<file path="config.mk">
export PLATFORM = sky130hd
export DESIGN_NAME = gals_burst_producer
export DESIGN_NICKNAME = d
export VERILOG_FILES = /design/src/rtl/gals_burst_producer.sv
export SDC_FILE = /design/constraint.sdc
export NUM_CORES = 1
export LEC_CHECK = 0
export ABC_AREA = 1
export CAP_MARGIN = 10
export CORE_MARGIN = 2
export CORE_UTILIZATION = 50
export CTS_CLUSTER_DIAMETER = 60
export CTS_CLUSTER_SIZE = 40
export DETAILED_ROUTE_END_ITERATION = 8
export PLACE_DENSITY = 0.77
export SLEW_MARGIN = 40
export SYNTH_ARGS = -nofsm -noshare
export SYNTH_HDL_FRONTEND = slang
export SYNTH_SLANG_ARGS = --single-unit
</file>
<file path="constraint.sdc">
create_clock -name clock_1 -period 3.3 [get_ports clock_1]
set_clock_uncertainty 0.05 [all_clocks]
set_input_delay 0.33 -clock clock_1 [delete_from_list [all_inputs] [get_ports clock_1]]
set_output_delay 0.33 -clock clock_1 [all_outputs]
set_load 0.01 [all_outputs]
</file>
<file path="src/rtl/gals_burst_producer.sv">
// Producer-domain burst generator feeding the dual-clock buffer write port.
// Emits incrementing or Galois-LFSR words, throttled by a synchronised full flag.
module gals_burst_producer #(
  parameter int unsigned DATA_WIDTH  = 16,
  parameter int unsigned LEN_WIDTH   = 8,
  parameter int unsigned SYNC_STAGES = 2,
  parameter int unsigned GAP_CYCLES  = 1
) (
  input  logic                  clock_1,
  input  logic                  reset,
  input  logic                  start,
  input  logic                  mode,
  input  logic [DATA_WIDTH-1:0] seed,
  input  logic [LEN_WIDTH-1:0]  burst_len,
  input  logic                  buffer_full,
  output logic [DATA_WIDTH-1:0] data_1,
  output logic                  data_1_en,
  output logic                  busy,
  output logic                  done,
  output logic [LEN_WIDTH-1:0]  sent_count,
  output logic [DATA_WIDTH-1:0] checksum
);

  localparam int unsigned GapW = (GAP_CYCLES < 2) ? 1 : $clog2(GAP_CYCLES + 1);
  localparam logic [DATA_WIDTH-1:0] LfsrMask = DATA_WIDTH'(16'hB400);

  typedef enum logic [2:0] {StIdle, StSend, StGap, StStall, StDone} state_e;

  state_e                 state_q;
  logic [SYNC_STAGES-1:0] sync_q;
  logic [DATA_WIDTH-1:0]  cur_q;
  logic [LEN_WIDTH-1:0]   len_q;
  logic                   mode_q;
  logic [GapW-1:0]        gap_q;

  logic                  in_idle, stall, issue, issue_mode;
  logic [DATA_WIDTH-1:0] start_word, issue_word, issue_sum;
  logic [LEN_WIDTH-1:0]  issue_len, issue_count;

  function automatic logic [DATA_WIDTH-1:0] next_word(input logic                  m,
                                                      input logic [DATA_WIDTH-1:0] w);
    if (m) return (w >> 1) ^ (w[0] ? LfsrMask : {DATA_WIDTH{1'b0}});
    return w + DATA_WIDTH'(1);
  endfunction

  // Issue operands come straight from the inputs on the start edge, else from latched state.
  always_comb begin
    in_idle     = (state_q == StIdle);
    stall       = buffer_full | sync_q[SYNC_STAGES-1];
    start_word  = (mode && seed == '0) ? DATA_WIDTH'(1) : seed;
    issue_word  = in_idle ? start_word : cur_q;
    issue_mode  = in_idle ? mode : mode_q;
    issue_len   = in_idle ? burst_len : len_q;
    issue_count = (in_idle ? {LEN_WIDTH{1'b0}} : sent_count) + LEN_WIDTH'(1);
    issue_sum   = (in_idle ? {DATA_WIDTH{1'b0}} : checksum) + issue_word;
    issue       = !stall && ((in_idle && start && burst_len != '0) ||
                             state_q == StSend || state_q == StStall);
  end

  always_ff @(posedge clock_1) begin
    if (!reset) begin
      state_q    <= StIdle;
      sync_q     <= '0;
      cur_q      <= '0;
      len_q      <= '0;
      mode_q     <= 1'b0;
      gap_q      <= '0;
      data_1     <= '0;
      data_1_en  <= 1'b0;
      busy       <= 1'b0;
      done       <= 1'b0;
      sent_count <= '0;
      checksum   <= '0;
    end else begin
      sync_q    <= {sync_q[SYNC_STAGES-2:0], buffer_full};
      data_1_en <= 1'b0;
      done      <= 1'b0;
      if (issue) begin
        data_1     <= issue_word;
        data_1_en  <= 1'b1;
        sent_count <= issue_count;
        checksum   <= issue_sum;
        cur_q      <= next_word(issue_mode, issue_word);
        mode_q     <= issue_mode;
        len_q      <= issue_len;
        if (issue_count == issue_len) begin
          state_q <= StDone;
          done    <= 1'b1;
          busy    <= 1'b0;
        end else begin
          state_q <= StGap;
          gap_q   <= GapW'(GAP_CYCLES);
          busy    <= 1'b1;
        end
      end else begin
        unique case (state_q)
          StIdle: begin
            if (start) begin
              mode_q     <= mode;
              len_q      <= burst_len;
              sent_count <= '0;
              checksum   <= '0;
              if (burst_len == '0) begin
                state_q <= StDone;
                done    <= 1'b1;
                busy    <= 1'b0;
              end else begin
                // Stalled on the start edge: hold the first word until the flag clears.
                busy    <= 1'b1;
                cur_q   <= start_word;
                state_q <= StStall;
              end
            end
          end
          StSend, StStall: state_q <= StStall;
          StGap: begin
            gap_q <= gap_q - GapW'(1);
            if (gap_q <= GapW'(1)) state_q <= StSend;
          end
          StDone:  state_q <= StIdle;
          default: state_q <= StIdle;
        endcase
      end
    end
  end

endmodule

</file>
==> flow_metrics.env <==
export IMPL_utilization_pct=62.33
export IMPL_ir_drop_v=0.0002696
export IMPL_synth_seq_area_share_pct=28.87
export IMPL_fp_dieArea_um2=10950
export IMPL_syn_num_nets=857
export IMPL_area_growth_syn_to_layout_pct=20.91
export IMPL_cp_start_kind="flop"
export IMPL_register_area_um2=1461
export IMPL_vias=5653
export IMPL_cts_tree="done"
export IMPL_drc=0
export IMPL_die_width_um=104.6
export IMPL_path_buf_inv=2
export IMPL_tns_ps=0
export IMPL_core_area_um2=9819
export IMPL_hp_class="reg -> reg"
export IMPL_drt_antenna_violating_nets=0
export IMPL_insertion_delay_ps=370
export IMPL_cts_buffers=9
export IMPL_setup_viol=0
export IMPL_dieHeight_um=104.6
export IMPL_cts_num_sinks=73
export IMPL_grt_usage_pct=28.39
export IMPL_synth_ff_type="dfxtp_1"
export IMPL_crit_family="simple AND/OR/NAND/NOR gates"
export IMPL_slowest_stage="dfxtp_1"
export IMPL_nets=925
export IMPL_cpPeakStageDelay_ps=400
export IMPL_synth_cells=812
export IMPL_crit_path_max_fanout=21
export IMPL_critPathKind="reg -> reg"
export IMPL_finalPower_mw=2.933
export IMPL_hold_worst_slack_ps=376.3
export IMPL_diodes=0
export IMPL_holdBufCountCts=0
export IMPL_wire_per_inst_um=15.11
export IMPL_multi_input_area_um2=3053
export IMPL_layout_commonest_cell="nand2_1"
export IMPL_ys_warn_count=0
export IMPL_path_clk_slew_ps=80
export IMPL_fillerInstances=993
export IMPL_syn_area_um2=5062
export IMPL_gp_congestion=1.037
export IMPL_max_cap_violations=0
export IMPL_maxSlewHeadroom_pct=58.42
export IMPL_place_hpwl_um=11340
export IMPL_hold_viol=0
export IMPL_grt_start_max_net_pins=35
export IMPL_fin_crit_sh_pct=85.48
export IMPL_drv_slew=0
export IMPL_powerDensity_nw_per_um2=479.1
export IMPL_worst_ep_required_time_ps=3540
export IMPL_async_flop_share_pct=0
export IMPL_rsz0062_at_grt="no"
export IMPL_synthDistinctLibCells=43
export IMPL_p_leak_nw=2.800
export IMPL_rows=36
export IMPL_via_per_inst=5.553
export IMPL_min_period_ps=2821
export IMPL_synth_seq_cells=73
export IMPL_layout_common_cells="nand2_1, inv_1, nand3_1"
export IMPL_grt_pass1_vias=5212
export IMPL_cp_arrival_ps=3060
export IMPL_design_area_um2=6121
export IMPL_endpoint_kind="flop"
export IMPL_synth_area_per_cell_um2=6.234
export IMPL_antenna_found_initial=0
export IMPL_worst_pin_slew_ps=623.6
export IMPL_cts_resized=0
export IMPL_first_pass_iters=5
export IMPL_htreeDepth=3
export IMPL_ios=72
export IMPL_postCtsSetupBuffers=0
export IMPL_grt_pass1_wl_um=25300
export IMPL_cts_root_buf="clkbuf_8"
export IMPL_start_util_pct=51.55
export IMPL_max_freq_mhz=354.5
export IMPL_port_buffers=71
export IMPL_postPlaceCellArea_um2=5903
export IMPL_status="complete, no violations"
export IMPL_drt_wl_total_um=15380
export IMPL_cts_path_max_buffers=2
export IMPL_grt_remaining_overflow=0
export IMPL_drive_above_1_share_pct=9.040
export IMPL_cp_cell_sequence="nor2_4, nand2_4, inv_2, buf_4, nor2_1, ha_1, nand3_1, nor2_1, nand2_1, nand3_1, nand3_1, nor2_1, nand3_1, o21bai_2, nand2_1, nor2_1"
export IMPL_drt_initial_drc_count=493
export IMPL_synth_edff_count=0
==> per-layer routing <==
layer  track usage [%]  wire length, um  up-vias
met4             7.905              180        0
met3             5.552             1254       16
met5                 0                0        -
met1             40.28             7290     2592
li1                  -                -     2799
met2             43.84             6652      246
==> registers in the layout, indices dropped and copies added (netlist names) <==
name,cells
sent_count,8
data_1_en,1
busy,1
len_q,8
cur_q,16
state_q,3
sync_q,2
checksum,16
mode_q,1
data_1,16
done,1
==> path summary, 6_finish.rpt <==
check	depth (start not counted)	to	slack (ps)	startpoint
hold / removal	1	state_q[0]	380	state_q[2]
hold reg to reg	1	state_q[0]	380	state_q[2]
setup reg to reg	16	state_q[2]	480	state_q[0]
setup / recovery	16	state_q[2]	480	state_q[0]
==> logic make-up (layout without fill, tap and decap cells) <==
kind of cell / Yosys count / after routing / share of synthesized area, %
and+or+nand+nor: 417 / 417 / 36.75
AOI/OAI and AO/OA: 173 / 173 / 19.08
buffers and inverters: 130 / 203 / 10.83
DFF: 73 / 73 / 28.87
adders and majority gates: 16 / 16 / 3.954
xor gates and xnor gates: 3 / 3 / 0.5191
==> power breakdown <==
| part | internal (mW) | switching (mW) | total (mW) |
|---|---|---|---|
| logic | 0.395 | 0.716 | 1.11 |
| registers | 0.971 | 0.0586 | 1.03 |
| clock network | 0.425 | 0.367 | 0.793 |
==> cell type report <==
| cell class | instances | share of cell area (%) |
|---|---|---|
| clock buffer | 9 | 2.024 |
| clock inverter | 7 | 1.533 |
| timing repair buffer | 88 | 13.90 |
| tap | 133 | 2.719 |
| sequential | 73 | 23.88 |
| inverter | 99 | 6.071 |
| multi-input combinational | 609 | 49.88 |
==> cell usage after synthesis, drive strengths merged, types with 5 or more instances <==
cell type / n / share of area (%)
a21oi: 55 / 5.5
a31oi: 9 / 1.1
buf: 18 / 2.5
clkbuf: 13 / 0.96
dfxtp: 73 / 29
ha: 16 / 4.0
inv: 98 / 7.3
nand2: 231 / 18
nand3: 82 / 8.2
nand3b: 7 / 1.0
nand4: 7 / 0.87
nor2: 69 / 5.8
nor3: 9 / 1.3
o21ai: 91 / 9.7
o22ai: 5 / 0.62
or2: 9 / 1.1
==> per-stage QoR <==
stage               cells  worst slack (ps)
finish               1018             479.1
global route         1018             225.0
CTS                  1018             519.1
detailed placement   1002             442.5
global placement     1002             448.7
floorplan             812             879.8
Note: power is estimated with default switching activity, not from simulation.
